$ cat src/rtl/flash_streamer_pkg.sv
// Shared types and constants for the flash sample streamer.
package flash_streamer_pkg;

    localparam int unsigned DEF_DATA_WIDTH_BYTES = 4;
    localparam int unsigned DEF_SAMPLE_BITS      = 8;

    function automatic int unsigned spw_of(input int unsigned data_bytes, input int unsigned sample_bits);
        return (data_bytes * 8) / sample_bits;
    endfunction

    localparam int unsigned SPW = spw_of(DEF_DATA_WIDTH_BYTES, DEF_SAMPLE_BITS);

    typedef enum logic [2:0] {
        IDLE  = 3'd0,
        START = 3'd1,
        FETCH = 3'd2,
        HOLD  = 3'd3,
        CONT  = 3'd4,
        STOP  = 3'd5,
        DONE  = 3'd6
    } stream_state_e;

endpackage

$ cat src/rtl/sample_word_buffer.sv
// Play/prefetch double buffer: shifts samples out MSB first, bypasses captures
// straight into the play register when it is empty or draining, flags underrun.
module sample_word_buffer
    import flash_streamer_pkg::*;
#(
    parameter int unsigned SAMPLE_BITS      = 8,
    parameter int unsigned SAMPLES_PER_WORD = SPW
) (
    input  logic                                   clk,
    input  logic                                   rst,
    input  logic                                   flush,
    input  logic                                   clr_underrun,
    input  logic                                   capture,
    input  logic [SAMPLE_BITS*SAMPLES_PER_WORD-1:0] cap_data,
    input  logic                                   strobe,
    input  logic                                   active,
    output logic [SAMPLE_BITS-1:0]                 sample_out,
    output logic                                   sample_valid,
    output logic                                   underrun,
    output logic                                   empty_c,
    output logic                                   pref_free_c
);

    localparam int unsigned WORD_W = SAMPLE_BITS * SAMPLES_PER_WORD;
    localparam int unsigned IDX_W  = (SAMPLES_PER_WORD > 1) ? $clog2(SAMPLES_PER_WORD) : 1;

    logic [WORD_W-1:0] play_sr;
    logic [WORD_W-1:0] pref_word;
    logic [IDX_W-1:0]  idx;
    logic              play_valid;
    logic              pref_valid;
    logic              consume_c;
    logic              last_c;

    assign consume_c    = strobe && play_valid;
    assign last_c       = consume_c && (idx == IDX_W'(SAMPLES_PER_WORD - 1));
    assign empty_c      = !play_valid && !pref_valid;
    assign pref_free_c  = !pref_valid || last_c;
    assign sample_out   = play_sr[WORD_W-1 -: SAMPLE_BITS];
    assign sample_valid = play_valid;

    always_ff @(posedge clk or posedge rst) begin
        if (rst) begin
            play_sr    <= '0;
            pref_word  <= '0;
            idx        <= '0;
            play_valid <= 1'b0;
            pref_valid <= 1'b0;
            underrun   <= 1'b0;
        end else begin
            if (clr_underrun) begin
                underrun <= 1'b0;
            end else if (strobe && !play_valid && active) begin
                underrun <= 1'b1;
            end

            if (flush) begin
                play_sr    <= '0;
                idx        <= '0;
                play_valid <= 1'b0;
                pref_valid <= 1'b0;
            end else if (last_c || !play_valid) begin
                // play slot frees this cycle: prefetch moves up, else a capture bypasses in
                idx <= '0;
                if (last_c && pref_valid) begin
                    play_sr    <= pref_word;
                    play_valid <= 1'b1;
                    pref_valid <= capture;
                    if (capture) begin
                        pref_word <= cap_data;
                    end
                end else if (capture) begin
                    play_sr    <= cap_data;
                    play_valid <= 1'b1;
                end else begin
                    play_sr    <= '0;
                    play_valid <= 1'b0;
                end
            end else begin
                if (consume_c) begin
                    play_sr <= play_sr << SAMPLE_BITS;
                    idx     <= idx + IDX_W'(1);
                end
                if (capture) begin
                    pref_word  <= cap_data;
                    pref_valid <= 1'b1;
                end
            end
        end
    end

endmodule

$ cat src/rtl/flash_sample_streamer.sv
// Sequences start/continue/stop reads from the SPI flash controller and feeds a
// sample double buffer. Define STREAMER_LOOP_EN to replay the run continuously.
module flash_sample_streamer
    import flash_streamer_pkg::*;
#(
    parameter int unsigned ADDR_BITS        = 16,
    parameter int unsigned DATA_WIDTH_BYTES = DEF_DATA_WIDTH_BYTES,
    parameter int unsigned SAMPLE_BITS      = DEF_SAMPLE_BITS,
    parameter int unsigned LEN_BITS         = 12,
    parameter int unsigned STOP_HOLD        = 8
) (
    input  logic                          clk,
    input  logic                          rst,
    input  logic                          enable,
    input  logic [ADDR_BITS-1:0]          base_addr,
    input  logic [LEN_BITS-1:0]           length_words,
    input  logic                          sample_strobe,
    output logic [SAMPLE_BITS-1:0]        sample_out,
    output logic                          sample_valid,
    output logic                          playing,
    output logic                          underrun,
    output logic                          done,
    output logic [ADDR_BITS-1:0]          flash_addr,
    output logic                          flash_start_read,
    output logic                          flash_continue_read,
    output logic                          flash_stop_read,
    input  logic [DATA_WIDTH_BYTES*8-1:0] flash_data,
    input  logic                          flash_busy
);

    localparam int unsigned STOP_W = $clog2(STOP_HOLD + 1);

    stream_state_e       state, state_d;
    logic [LEN_BITS-1:0] len_q;
    logic [LEN_BITS-1:0] fetched;
    logic [LEN_BITS-1:0] fetched_inc;
    logic [STOP_W-1:0]   stop_cnt;
    logic                busy_q;
    logic                done_sent;
    logic                capture_c, flush_c, clr_underrun_c, latch_c, fetched_clr_c;
    logic                stop_done_c, done_c, active_c, buf_empty_c, pref_free_c;

    assign fetched_inc = fetched + LEN_BITS'(1);
    assign capture_c   = (state == FETCH) && busy_q && !flash_busy;
    assign stop_done_c = (stop_cnt == STOP_W'(STOP_HOLD - 1));
    assign active_c    = (state != IDLE) && (state != DONE);
    assign done_c      = (state == DONE) && buf_empty_c && !done_sent;

    always_ff @(posedge clk or posedge rst) begin
        if (rst) begin
            state <= IDLE;
        end else begin
            state <= state_d;
        end
    end

    // next state; an early enable drop lets the in-flight word land, then flushes
    always_comb begin
        state_d        = state;
        latch_c        = 1'b0;
        clr_underrun_c = 1'b0;
        flush_c        = 1'b0;
        fetched_clr_c  = 1'b0;
        case (state)
            IDLE: begin
                if (enable) begin
                    latch_c        = 1'b1;
                    clr_underrun_c = 1'b1;
                    state_d        = (length_words == '0) ? DONE : START;
                end
            end
            START, CONT: begin
                if (flash_busy) begin
                    state_d = FETCH;
                end
            end
            FETCH: begin
                if (capture_c) begin
                    if (!enable) begin
                        state_d = STOP;
                        flush_c = 1'b1;
                    end else if (fetched_inc == len_q) begin
                        state_d = STOP;
                    end else begin
                        state_d = HOLD;
                    end
                end
            end
            HOLD: begin
                if (!enable) begin
                    state_d = STOP;
                    flush_c = 1'b1;
                end else if (pref_free_c) begin
                    state_d = CONT;
                end
            end
            STOP: begin
                if (stop_done_c) begin
                    if (!enable || (fetched != len_q)) begin
                        state_d = IDLE;
                    end else begin
`ifdef STREAMER_LOOP_EN
                        // restart only once the prefetch slot can take the next word
                        if (pref_free_c) begin
                            state_d       = START;
                            fetched_clr_c = 1'b1;
                        end
`else
                        state_d = DONE;
`endif
                    end
                end
            end
            DONE: begin
                if (!enable) begin
                    state_d = IDLE;
                end
            end
            default: state_d = IDLE;
        endcase
    end

    always_ff @(posedge clk or posedge rst) begin
        if (rst) begin
            len_q               <= '0;
            fetched             <= '0;
            stop_cnt            <= '0;
            busy_q              <= 1'b0;
            done_sent           <= 1'b0;
            flash_addr          <= '0;
            flash_start_read    <= 1'b0;
            flash_continue_read <= 1'b0;
            flash_stop_read     <= 1'b0;
            playing             <= 1'b0;
            done                <= 1'b0;
        end else begin
            busy_q <= flash_busy;
            if (latch_c) begin
                len_q      <= length_words;
                flash_addr <= base_addr;
            end
            if (latch_c || fetched_clr_c) begin
                fetched <= '0;
            end else if (capture_c) begin
                fetched <= fetched_inc;
            end
            if (state_d != STOP) begin
                stop_cnt <= '0;
            end else if ((state == STOP) && !stop_done_c) begin
                stop_cnt <= stop_cnt + STOP_W'(1);
            end
            if (state_d == IDLE) begin
                done_sent <= 1'b0;
            end else if (done_c) begin
                done_sent <= 1'b1;
            end
            flash_start_read    <= (state_d == START);
            flash_continue_read <= (state_d == CONT);
            flash_stop_read     <= (state_d == STOP);
            playing             <= (state_d != IDLE);
            done                <= done_c;
        end
    end

    sample_word_buffer #(
        .SAMPLE_BITS      (SAMPLE_BITS),
        .SAMPLES_PER_WORD (spw_of(DATA_WIDTH_BYTES, SAMPLE_BITS))
    ) u_buf (
        .clk          (clk),
        .rst          (rst),
        .flush        (flush_c),
        .clr_underrun (clr_underrun_c),
        .capture      (capture_c),
        .cap_data     (flash_data),
        .strobe       (sample_strobe),
        .active       (active_c),
        .sample_out   (sample_out),
        .sample_valid (sample_valid),
        .underrun     (underrun),
        .empty_c      (buf_empty_c),
        .pref_free_c  (pref_free_c)
    );

endmodule

$ cat config.mk
export PLATFORM = sky130hd
export DESIGN_NAME = flash_sample_streamer
export DESIGN_NICKNAME = d
export VERILOG_FILES = /design/src/rtl/flash_streamer_pkg.sv /design/src/rtl/sample_word_buffer.sv /design/src/rtl/flash_sample_streamer.sv
export SDC_FILE = /design/constraint.sdc
export NUM_CORES = 1
export LEC_CHECK = 0
export ABC_AREA = 0
export ABC_CLOCK_PERIOD_IN_PS = 4300
export BUFFER_PORTS_ARGS = -buffer_cell sky130_fd_sc_hd__buf_4
export CAP_MARGIN = 25
export CORE_MARGIN = 3
export CORE_UTILIZATION = 45
export DETAILED_ROUTE_END_ITERATION = 12
export GPL_ROUTABILITY_DRIVEN = 0
export PLACE_DENSITY_LB_ADDON = 0.3
export SYNTH_ARGS = -nofsm -noshare
export SYNTH_HDL_FRONTEND = slang
export SYNTH_SLANG_ARGS = --single-unit
$ cat constraint.sdc
create_clock -name clk -period 4.3 [get_ports clk]
set_input_delay 0.215 -clock clk [delete_from_list [all_inputs] [get_ports clk]]
set_output_delay 0.215 -clock clk [all_outputs]
set_load 0.02 [all_outputs]
== After elaboration in Yosys (flattened, before gate mapping) ==
Cells that the tools add are included.

* Add/subtract/negate cells: 3
* Equal/unequal tests: 17
* Mux-type cells: 44
* Bitwise logic cells: 1
* Reductions and logical operators: 36

{| class="wikitable"
|+ Operators by type and width
! operator !! number
|-
| two-way mux 32 bit || 8
|-
| two-way mux 3 bit || 11
|-
| two-way mux 12 bit || 2
|-
| case mux 3 bit (6 select lines) || 1
|-
| two-way mux 1 bit || 16
|-
| equality test 3 bit (second input constant) || 5
|-
| adder 12 x 1 -> 12 bit (second input constant) || 1
|-
| equality test 12 bit || 1
|-
| logical AND 1 bit || 12
|-
| logical NOT 12 bit || 1
|-
| inequality test 12 bit || 1
|-
| nonzero test 3 bit || 4
|-
| nonzero test 2 bit || 5
|-
| inequality test 3 bit (second input constant) || 3
|-
| two-way mux 4 bit || 2
|-
| equality test 3 x 1 -> 1 bit (second input constant) || 2
|-
| equality test 3 x 2 -> 1 bit (second input constant) || 2
|-
| logical NOT 1 bit || 6
|-
| logical NOT 3 bit || 2
|-
| two-way mux 2 bit || 3
|-
| adder 4 x 1 -> 4 bit (second input constant) || 1
|-
| equality test 4 x 3 -> 1 bit (second input constant) || 1
|-
| AND reduction 2 bit || 2
|-
| logical OR 1 bit || 3
|-
| 6 further kinds || 6
|}

* Register bits: 123
* Input port bits: 65
* Output and inout bits: 31
* Logic and storage cells: 119

== Logic depth before layout (Yosys ltp) ==
Gate-level depths: netlist of the first run.

* Depth after elaboration: 8
* Gate-level depth with buffers: 8
* Gate-level depth less buffers: 7

== Modules after synthesis ==
From an unflattened synthesis of the first run, not the netlist that was laid out.

* Cell total of the unflattened synthesis: 654
* Area, all modules: 6426.2 um2

{| class="wikitable"
|+ Modules (own cells, without submodules)
! module !! instances !! cells each !! area an instance (um2) !! sequential area each (um2)
|-
| sample_word_buffer || 1 || 327 || 3473.3 || 1726.7
|-
| flash_sample_streamer || 1 || 327 || 2952.8 || 1351.3
|}

== Least setup slack after synthesis of the first run ==
Ideal clock, no wire load.

* Path type: reg2reg
* Start: reg fetched[3]
* End: reg state[1]
* Library setup time: 0.119 ns
* Arrival time: 2.056 ns
* Required time: 4.181 ns
* Slack: 2.125 ns
* Stages on the path, launching flop included: 8
* Path buffers: 1
* Period minus slack after synthesis: 2.175 ns
* Cell sequence: dfrtp_1 -> buf_2 -> nand4_4 -> or2_4 -> a311o_1 -> a211o_1 -> o32a_4 -> a21bo_2

* Word-level cells in the longest chain between the ends: 6
* Elaborated cells between the ends (all ways): 10
* Classes of those cells: add/sub: 1; eq/ne: 2; mux: 6; reduce/logical: 1

{| class="wikitable"
|+ RTL lines
! what !! RTL line !! source
|-
| from (decl) || flash_sample_streamer.sv:35 || <nowiki>logic [LEN_BITS-1:0] fetched;</nowiki>
|-
| from (signal assigned) || flash_sample_streamer.sv:145 || <nowiki>fetched <= fetched_inc;</nowiki>
|-
| adder 12 x 1 -> 12 bit || flash_sample_streamer.sv:43 || <nowiki>assign fetched_inc = fetched + LEN_BITS'(1);</nowiki>
|-
| equality test 12 bit || flash_sample_streamer.sv:82 || <nowiki>end else if (fetched_inc == len_q) begin</nowiki>
|-
| two-way mux 3 bit || flash_sample_streamer.sv:82 ||
|-
| two-way mux 3 bit || flash_sample_streamer.sv:79 || <nowiki>if (!enable) begin</nowiki>
|-
| two-way mux 3 bit || flash_sample_streamer.sv:78 || <nowiki>if (capture_c) begin</nowiki>
|-
| case mux 3 bit (6 select lines) (*) || flash_sample_streamer.sv:64 || <nowiki>case (state)</nowiki>
|-
| net state_d[1] || flash_sample_streamer.sv:33 || <nowiki>stream_state_e state, state_d;</nowiki>
|-
| to (signal assigned) || flash_sample_streamer.sv:53 || <nowiki>state <= state_d;</nowiki>
|-
| to (decl) || flash_sample_streamer.sv:33 ||
|}

The timed path passes the listed nets; every way through them passes the cells marked *.
A chain may end at the register's enable or synchronous reset.

== Final worst setup path of the first run ==
* Start: reg state[1]
* End: reg u_buf.play_sr[8]

* Word-level cells in the longest chain between the ends: 7
* Elaborated cells between the ends (all ways): 11
* Classes of those cells: eq/ne: 2; mux: 6; reduce/logical: 3

{| class="wikitable"
|+ RTL lines
! what !! RTL line !! source
|-
| equality test 3 x 2 -> 1 bit || flash_sample_streamer.sv:44, flash_sample_streamer.sv:64 ||
|-
| logical AND 1 bit (2 in a row) || flash_sample_streamer.sv:44 || <nowiki>assign capture_c = (state == FETCH) && busy_q && !flash_busy;</nowiki>
|-
| two-way mux 32 bit || sample_word_buffer.sv:72 || <nowiki>end else if (capture) begin</nowiki>
|-
| two-way mux 32 bit || sample_word_buffer.sv:65 || <nowiki>if (last_c && pref_valid) begin</nowiki>
|-
| two-way mux 32 bit || sample_word_buffer.sv:62 || <nowiki>end else if (last_c || !play_valid) begin</nowiki>
|-
| two-way mux 32 bit || sample_word_buffer.sv:57 || <nowiki>if (flush) begin</nowiki>
|-
| to (signal assigned) || sample_word_buffer.sv:66 || <nowiki>play_sr <= pref_word;</nowiki>
|-
| to (signal assigned) || sample_word_buffer.sv:73 || <nowiki>play_sr <= cap_data;</nowiki>
|-
| to (signal assigned) || sample_word_buffer.sv:81 || <nowiki>play_sr <= play_sr << SAMPLE_BITS;</nowiki>
|-
| to (decl) || sample_word_buffer.sv:27 || <nowiki>logic [WORD_W-1:0] play_sr;</nowiki>
|}

Parallel ways exist; a longest one is shown, timed or not.

==> results of run 1 <==
==> power groups by stage <==
stage	clock [uW]	combinational, uW	sequential, uW
floorplan	0	784	1820
global placement	0	1250	1750
detailed placement	0	1290	1770
CTS	1410	1320	1760
global route	1470	1460	1810
finish	1380	1320	1770
==> worst max path at each step <==
stage | slack [ns] | depth (start not counted) | to
2_1_floorplan | 0.81 | 1 | busy_q
3_3_place_gp | 1.78 | 6 | u_buf.play_sr[8]
3_5_place_dp | 1.60 | 6 | u_buf.play_sr[8]
4_1_cts | 1.59 | 6 | u_buf.play_sr[8]
5_1_grt | 1.32 | 6 | u_buf.play_sr[15]
6_report | 1.57 | 6 | u_buf.play_sr[8]
==> sequential cells by signal, indices dropped and copies added (netlist names) <==
signal               cells
busy_q                   1
done                     1
done_sent                1
fetched                 12
flash_addr              16
flash_continue_read      1
flash_start_read         1
flash_stop_read          1
len_q                   12
playing                  1
state                    3
stop_cnt                 4
u_buf.idx                2
u_buf.play_sr           32
u_buf.pref_valid         1
u_buf.pref_word         32
u_buf.sample_valid       1
u_buf.underrun           1
==> logic make-up after synthesis <==
logic type      count (synthesis)  share of synthesized area (%)
compound gates                117                           14.6
xor+xnor                       25                           3.78
fa+ha+maj                       3                          0.648
buf+inv                        53                           4.04
flops                         123                           53.1
mux                            35                           6.76
simple gates                  220                           17.1
==> layout make-up <==
cell class                      instances  area (um^2)
Fill cell                            1008         4800
Sequential cell                       123         3080
Multi-Input combinational cell        400         2500
Timing Repair Buffer                  134         1100
Clock buffer                           27          533
Tap cell                              168          210
Clock inverter                          5         55.1
Inverter                               11         43.8
==> cell usage after synthesis (all sizes together) (2+ instances only) <==
| cell type | count |
|---|---|
| a222oi | 24 |
| o21ai | 45 |
| a211oi | 4 |
| buf | 12 |
| xor2 | 7 |
| o31ai | 2 |
| nor2 | 15 |
| mux2i | 2 |
| ha | 3 |
| clkbuf | 30 |
| nand2 | 141 |
| or2 | 2 |
| o32a | 3 |
| o22ai | 2 |
| nand3 | 15 |
| mux2 | 33 |
| nor3 | 11 |
| dfrtp | 123 |
| a21oi | 9 |
| and3 | 2 |
| xnor2 | 18 |
| nand4 | 9 |
| nor4 | 5 |
| o211ai | 4 |
| a22oi | 8 |
| inv | 11 |
| and2 | 2 |
| nor3b | 2 |
| nand2b | 7 |
| nor2b | 3 |
==> layer usage <==
| layer | global-route usage, % | wire, um | vias up |
|---|---|---|---|
| li1 | - | - | 2269 |
| met1 | 27.5 | 6160 | 2358 |
| met2 | 31.1 | 6600 | 181 |
| met3 | 6.93 | 1020 | 21 |
| met4 | 8.23 | 256 | 0 |
| met5 | 0 | 0 | - |
==> through the flow <==
step           hold slack, ns  util (%)  instance area [um^2]  total power [uW]  std cells
2_1_floorplan           0.246         -                  5790              2600        576
3_3_place_gp            0.354      53.7                  6610              3000        806
3_5_place_dp            0.166      53.9                  6640              3060        807
4_1_cts                0.0147      61.0                  7520              4490        868
5_1_grt                0.0261      61.0                  7520              4730        868
6_report               0.0379      61.0                  7520              4470        868
==> critical path: stages, from the launching register on <==
cell      delay, ns
dfrtp_1        0.50
nor3b_2        0.34
nand2_1        0.48
nor3_2         0.68
buf_4          0.34
a222oi_1       0.13
o21ai_0        0.18
==> flow_summary.json, run 1 <==
{
  "worstReg2RegEnd": "u_buf.play_sr[8]",
  "synthArstFlopShare_pct": 100,
  "hold_depth": 3,
  "drt-wirelength-per-cell_um": 16.2,
  "crit_required_ns": 4.63,
  "synth_area_leaders": "dfrtp_1, nand2_1, mux2_2",
  "clock_latency_ns": 0.42,
  "outcome": "complete, no violations",
  "first_pass_iters": 7,
  "worst_slack_ns": 1.57,
  "startpoint_type": "flop",
  "r2r_start": "state[1]",
  "avgSynthCellArea_um2": 10.1,
  "finalSetupViolations": 0,
  "grt_pass1_wl_um": 23600,
  "synth_flop_cell": "dfrtp_1",
  "start_util_pct": 47.1,
  "max-slew-margin-rel_pct": 47.7,
  "synth_top_area_share_pct": 53.1,
  "slew_violations": 0,
  "final_cell_mix": "nand2_1, dfrtp_1, buf_4",
  "p_clk_share_pct": 31.0,
  "synthesis.area_um2": 5790,
  "rows": 40,
  "combPwrFrac_pct": 29.5,
  "power.internal_uw": 2990,
  "root_buffer": "clkbuf_16",
  "clockBufferDepth": 2,
  "grt-ovfl-total": 0,
  "worstPathArrival_ns": 3.07,
  "final_layout_size_suffix_gt1_share_pct": 25.9,
  "ioPinCount": 96,
  "clk_pin_slew_ns": 0.05,
  "worst_pin_slew_ns": 0.779,
  "pre_cts_ws_ns": 1.60,
  "drt-initial-drc-count": 549,
  "area_delta_synth_final_pct": 29.7,
  "crit_fanout": 20,
  "rsz0062_at_grt": "false",
  "antenna_found_initial": 0,
  "cts_sinks": 123,
  "synth_seq_cells": 123,
  "cts_tree": "yes",
  "synth_nets": 644,
  "finalNetCount": 755,
  "drt-vias-per-instance": 5.56,
  "p_leak_uw": 0.00351,
  "cts_hold_buf": 29,
  "grt_max_degree": 75,
  "fp.dieH_um": 119,
  "antenna_cells": 0,
  "r2r.worst_path.cells": 6,
  "swShare_pct": 33.0,
  "h-tree-depth": 4,
  "clock.fmax_ghz": 0.366,
  "layout_commonest_cell": "nand2_1",
  "cp-end-kind": "flop",
  "cellPowerDensity_nw_per_um2": 594,
  "startpoint": "state[1]",
  "min_period_ns": 2.73,
  "core_area_um2": 12300,
  "ir_drop_mv": 0.330,
  "grtUsageTotal_pct": 20.6,
  "drv_cap": 0,
  "die_w_um": 119,
  "critPathKind": "reg2reg",
  "switchingPower_uw": 1480,
  "hold_viol": 0,
  "synthCells": 576,
  "port_buffers": 95,
  "vias": 4829,
  "ys_seq_area_share_pct": 53.1,
  "hold_end": "len_q[11]",
  "yosys_warnings": 0,
  "ctsResizeCount": 0,
  "setup_tns_ns": 0,
  "hpwl_um": 9080,
  "post-cts-setup-buffers": 0,
  "grt_pass1_vias": 4907,
  "hp-start": "length_words[11]",
  "drcViolationCount": 0,
  "antenna_left": 0,
  "drt_wl_total_um": 14000,
  "min_path_type": "in2reg",
  "post-route-period-util_pct": 63.6,
  "fin_skew_ns": 0.00845,
  "synth_cell_types": 57,
  "die-area_um2": 14300,
  "r2r_slack_ns": 1.57,
  "seqPwrFrac_pct": 39.5,
  "cts_made_buffers": 17,
  "yosys.area.top_type": "dfrtp_1",
  "synth_edf_count": 0
}
Note: power is estimated with default switching activity, not from simulation.
==> run 2: changes to the inputs <==
--- a/config.mk
+++ b/config.mk
@@ -6,7 +6,7 @@
 export NUM_CORES = 1
 export LEC_CHECK = 0
 export ABC_AREA = 0
-export ABC_CLOCK_PERIOD_IN_PS = 4300
+export ABC_CLOCK_PERIOD_IN_PS = 2600
 export BUFFER_PORTS_ARGS = -buffer_cell sky130_fd_sc_hd__buf_4
 export CAP_MARGIN = 25
 export CORE_MARGIN = 3
==> constraint.sdc (replaced) <==
create_clock -name clk -period 2.6 [get_ports clk]
set_input_delay 0.13 -clock clk [delete_from_list [all_inputs] [get_ports clk]]
set_output_delay 0.13 -clock clk [all_outputs]
set_load 0.02 [all_outputs]
==> run 2 against run 1 <==
Clock power increased by 76%. Non-clock buffer count increased by 40. Final cell count is 4.6% higher. Sequential power rose by 66%. Combinational power increased by 71%. Largest cell class unchanged.
==> flow_summary.json, run 2 (synthesis gave the netlist of run 1 again) <==
{
  "final_layout_size_suffix_gt1_share_pct": 25.8,
  "hpwl_um": 9480,
  "slowest_stage": "dfrtp_1",
  "grt-ovfl-total": 0,
  "top_layer_used": "met4",
  "start_util_pct": 47.1,
  "max-slew-margin-rel_pct": 42.7,
  "drv_cap": 0,
  "wl_met1_um": 6450,
  "cellPowerDensity_nw_per_um2": 961,
  "startpoint": "fetched[3]",
  "worstPathArrival_ns": 2.70,
  "hold_viol": 0,
  "drcViolationCount": 0,
  "drt-wirelength-per-cell_um": 16.1,
  "cts_sinks": 123,
  "clock_latency_ns": 0.41,
  "crit_fanout": 10,
  "ctsResizeCount": 0,
  "final_cell_mix": "nand2_1, dfrtp_1, buf_4",
  "antenna_found_initial": 0,
  "core_area_um2": 12300,
  "slowest_delay_ns": 0.55,
  "cp-end-kind": "flop",
  "root_buffer": "clkbuf_16",
  "h-tree-depth": 4,
  "top_regs": "u_buf.play_sr (32), u_buf.pref_word (32), flash_addr (16)",
  "layout_commonest_cell": "nand2_1",
  "grt_pass1_vias": 5140,
  "hp-start": "sample_strobe",
  "area_delta_synth_final_pct": 37.0,
  "min_period_ns": 2.39,
  "finalCoreUtilization_pct": 64.5,
  "drt_wl_total_um": 14700,
  "r2r_start": "fetched[3]",
  "cts_made_buffers": 17,
  "rows": 40,
  "setup_tns_ns": 0,
  "total_power_uw": 7620,
  "crit_required_ns": 2.91,
  "finalSetupViolations": 0,
  "die_w_um": 119,
  "ir_drop_mv": 0.742,
  "finalNetCount": 795,
  "vias": 5000,
  "p_leak_uw": 0.00369,
  "clock.fmax_ghz": 0.418,
  "antenna_cells": 0,
  "fin_skew_ns": 0.0102,
  "grt_pass1_wl_um": 24900,
  "drt-initial-drc-count": 659,
  "min_path_type": "in2reg",
  "drt-vias-per-instance": 5.51,
  "antenna_left": 0,
  "outcome": "complete, no violations",
  "ioPinCount": 96,
  "startpoint_type": "flop",
  "worst_pin_slew_ns": 0.858,
  "critPathKind": "reg2reg",
  "port_buffers": 95,
  "post-cts-setup-buffers": 0,
  "first_pass_iters": 6,
  "slew_violations": 0,
  "r2r_slack_ns": 0.21,
  "fp.dieH_um": 119,
  "clockBufferDepth": 2,
  "dr_wl_met2_um": 7070,
  "cp_cell_sequence": "nand4_4, or2_4, a311o_1, a211o_1, o32a_4, a211oi_1",
  "wl_met3_um": 918,
  "post-route-period-util_pct": 92.0,
  "grtUsageTotal_pct": 21.6,
  "grt_max_degree": 49,
  "cts_tree": "yes",
  "clk_pin_slew_ns": 0.06,
  "die-area_um2": 14300,
  "cts_hold_buf": 62,
  "rsz0062_at_grt": "false"
}
[run 2: metal layers]
| layer | up-vias | track usage (%) |
|---|---|---|
| li1 | 2354 | - |
| met1 | 2435 | 28.6 |
| met2 | 190 | 34.2 |
| met3 | 21 | 6.13 |
| met4 | 0 | 7.66 |
| met5 | - | 0 |
[run 2: per-stage QoR]
stage          worst slack, ns  cells  hold WS (ns)  cell area [um^2]
4_1_cts                  0.234    908         0.114              7940
3_3_place_gp             0.309    814         0.273              6700
5_1_grt                 0.0689    908         0.145              7940
6_report                 0.208    908         0.133              7940
2_1_floorplan            0.425    576         0.161              5800
3_5_place_dp             0.243    814         0.270              6700
[run 2: path summary, 6_finish.rpt]
path                                endpoint  cells past startpoint
max                              stop_cnt[1]                      6
min                             u_buf.idx[0]                      4
max reg2reg                      stop_cnt[1]                      6
min reg2reg                u_buf.play_sr[30]                      2
max in group asynchronous  u_buf.play_sr[28]                      4
min in group asynchronous      flash_addr[4]                      3
[run 2: worst max-delay path: cells and delay by family, from the launching register on]
| kind | cells | cell delay (ns) |
|---|---|---|
| flops | 1 | 0.55 |
| compound gates | 4 | 1.24 |
| simple gates | 2 | 0.51 |
[run 2: area by class of cell]
type / instances / area, um^2
fillers: 958 / 4380
multi-input cells: 400 / 2500
flip-flops and latches: 123 / 3080
repair buffers: 174 / 1490
clock inverters: 13 / 166
clock buffers: 19 / 453
well taps: 168 / 210
inverters: 11 / 45.0
[run 2: report_power, final]
group / internal, uW / leakage (uW) / total (uW) / switching [uW]
logic: 1010 / 0.00175 / 2260 / 1250
clock network: 1560 / 0.000296 / 2430 / 871
registers: 2490 / 0.00164 / 2930 / 438
total: 5070 / 0.00369 / 7620 / 2560
==> run 3: changes to the inputs <==
--- a/config.mk
+++ b/config.mk
@@ -9,6 +9,7 @@
 export ABC_CLOCK_PERIOD_IN_PS = 2600
 export BUFFER_PORTS_ARGS = -buffer_cell sky130_fd_sc_hd__buf_4
 export CAP_MARGIN = 25
+export CORE_ASPECT_RATIO = 0.6
 export CORE_MARGIN = 3
 export CORE_UTILIZATION = 45
 export DETAILED_ROUTE_END_ITERATION = 12
==> run 3 against run 2 <==
Critical path type is now in2reg. Final area decreased by 0.46%. Highest routed layer unchanged. Power decreased by 0.30%. Critical endpoint is now playing. First-iteration DRC count decreased by 26%.
==> flow_summary.json, run 3 (synthesis gave the netlist of run 1 again) <==
{
  "drcViolationCount": 0,
  "finalCoreUtilization_pct": 64.3,
  "fin_skew_ns": 0.00923,
  "clk_pin_slew_ns": 0.05,
  "combPwrFrac_pct": 30.1,
  "die-area_um2": 14300,
  "worstPathArrival_ns": 2.70,
  "min_period_ns": 2.42,
  "crit_fanout": 4,
  "hold_viol": 0,
  "drt_wl_total_um": 15400,
  "max-slew-margin-rel_pct": 52.3,
  "ctsResizeCount": 0,
  "critPathKind": "in2reg",
  "drv_cap": 0,
  "slew_violations": 0,
  "p_clk_share_pct": 31.4,
  "r2r.worst_path.cells": 6,
  "switchingPower_uw": 2570,
  "drt-vias-per-instance": 5.51,
  "hpwl_um": 9930,
  "outcome": "complete, no violations",
  "die_w_um": 152,
  "hold_end": "u_buf.idx[0]",
  "clock_latency_ns": 0.41,
  "rsz0062_at_grt": "false",
  "ioPinCount": 96,
  "min_path_type": "in2reg",
  "area_delta_synth_final_pct": 36.3,
  "power.internal_uw": 5030,
  "crit_required_ns": 2.89,
  "first_pass_iters": 6,
  "slowest_stage": "dlygate4sd3_1",
  "finalNetCount": 794,
  "cts_tree": "yes",
  "finalSetupViolations": 0,
  "drt-wirelength-per-cell_um": 17.1,
  "startpoint_type": "input port",
  "layout_commonest_cell": "nand2_1",
  "fillers": 965,
  "slowest_delay_ns": 0.56,
  "start_util_pct": 47.1,
  "top_regs": "u_buf.play_sr (32), u_buf.pref_word (32), flash_addr (16)",
  "cellPowerDensity_nw_per_um2": 962,
  "setup_tns_ns": 0,
  "rows": 31,
  "hp-start": "sample_strobe",
  "grtUsageTotal_pct": 22.3,
  "antenna_found_initial": 0,
  "vias": 4985,
  "final_layout_size_suffix_gt1_share_pct": 25.3,
  "worstReg2RegEnd": "stop_cnt[3]",
  "worst_pin_slew_ns": 0.714,
  "grt_pass1_wl_um": 25700,
  "cp-end-kind": "flop",
  "swShare_pct": 33.8,
  "r2r_start": "fetched[3]",
  "cp_cell_sequence": "dlygate4sd3_1, buf_4, nor4_1, nand3_1, a32o_1, o32a_1, nand2b_1, or3_1",
  "port_buffers": 95,
  "grt_pass1_vias": 5108,
  "post-cts-setup-buffers": 0,
  "core_area_um2": 12300,
  "seqPwrFrac_pct": 38.5,
  "cpLargestDelayFamily": "simple AND/OR/NAND/NOR gates",
  "ir_drop_mv": 0.584,
  "cts_made_buffers": 17,
  "root_buffer": "clkbuf_16",
  "final_cell_mix": "nand2_1, dfrtp_1, buf_4",
  "drt-initial-drc-count": 487,
  "clock.fmax_ghz": 0.414,
  "p_leak_uw": 0.00367,
  "hold_depth": 4,
  "grt-ovfl-total": 0,
  "h-tree-depth": 4,
  "post-route-period-util_pct": 93.0,
  "path_buf_inv": 2,
  "fp.dieH_um": 93.9,
  "cts_sinks": 123,
  "clockBufferDepth": 2,
  "antenna_left": 0,
  "grt_max_degree": 44,
  "r2r_slack_ns": 0.20
}
run 3: cell count changes in the layout (fill, tap and decap cells not counted), sizes merged:
cell | before | now
buf | 112 | 111
clkbuf | 19 | 20
clkinv | 5 | 4
diode | 0 | 1
inv | 12 | 11
run 3: worst max-delay path by stage:
| stage | start | endpoint | slack [ns] | cells past startpoint |
|---|---|---|---|---|
| after floorplan | fetched[3] | state[1] | 0.43 | 7 |
| after global placement | fetched[3] | state[1] | 0.30 | 6 |
| after detailed placement | fetched[3] | stop_cnt[3] | 0.17 | 6 |
| after CTS | fetched[3] | stop_cnt[3] | 0.20 | 6 |
| after global routing | fetched[0] | stop_cnt[3] | 0.05 | 7 |
| final | length_words[3] | playing | 0.18 | 8 |
run 3: worst register-to-register path, stage by stage, from the launching register on:
cell,delay [ns]
dfrtp_1,0.54
nand4_4,0.20
or2_4,0.30
a311o_1,0.31
a211o_1,0.27
o32a_4,0.42
a211oi_1,0.27
run 3: layer usage:
metal / up-vias / share of wire, % / track usage (%)
li1: 2356 / - / -
met1: 2447 / 46 / 30.9
met2: 161 / 47 / 35.1
met3: 21 / 6.0 / 5.84
met4: 0 / 1.3 / 6.52
met5: - / 0 / 0
run 3: metrics by stage:
stage	setup slack, ns	instances	area [um^2]	total power, uW	hold slack, ns
final	0.183	904	7900	7600	0.144
after global routing	0.0548	903	7900	8020	0.172
after CTS	0.203	903	7900	7620	0.118
after detailed placement	0.171	810	6690	5140	0.280
after global placement	0.296	810	6690	5030	0.268
after floorplan	0.425	576	5800	4300	0.161
run 3: layout make-up:
| type | count | area, um^2 | area share, % |
|---|---|---|---|
| flip-flops and latches | 123 | 3080 | 39.0 |
| inverters | 11 | 45.0 | 0.570 |
| multi-input cells | 400 | 2500 | 31.6 |
| clock inverters | 11 | 145 | 1.84 |
| well taps | 165 | 206 | 2.61 |
| diodes | 1 | 2.50 | 0.0317 |
| repair buffers | 173 | 1480 | 18.7 |
| clock buffers | 20 | 447 | 5.65 |
run 3: power by group through the flow:
stage | combinational, uW | clock (uW) | sequential (uW)
after floorplan | 1300 | 0 | 3000
after global placement | 2140 | 0 | 2890
after detailed placement | 2200 | 0 | 2940
after CTS | 2280 | 2410 | 2920
after global routing | 2510 | 2510 | 3010
final | 2290 | 2380 | 2930
run 3: what timing repair did:
action	CTS	global route
hold buffers	62	0
setup endpoints to repair	0	0
hold endpoints to repair	88	0
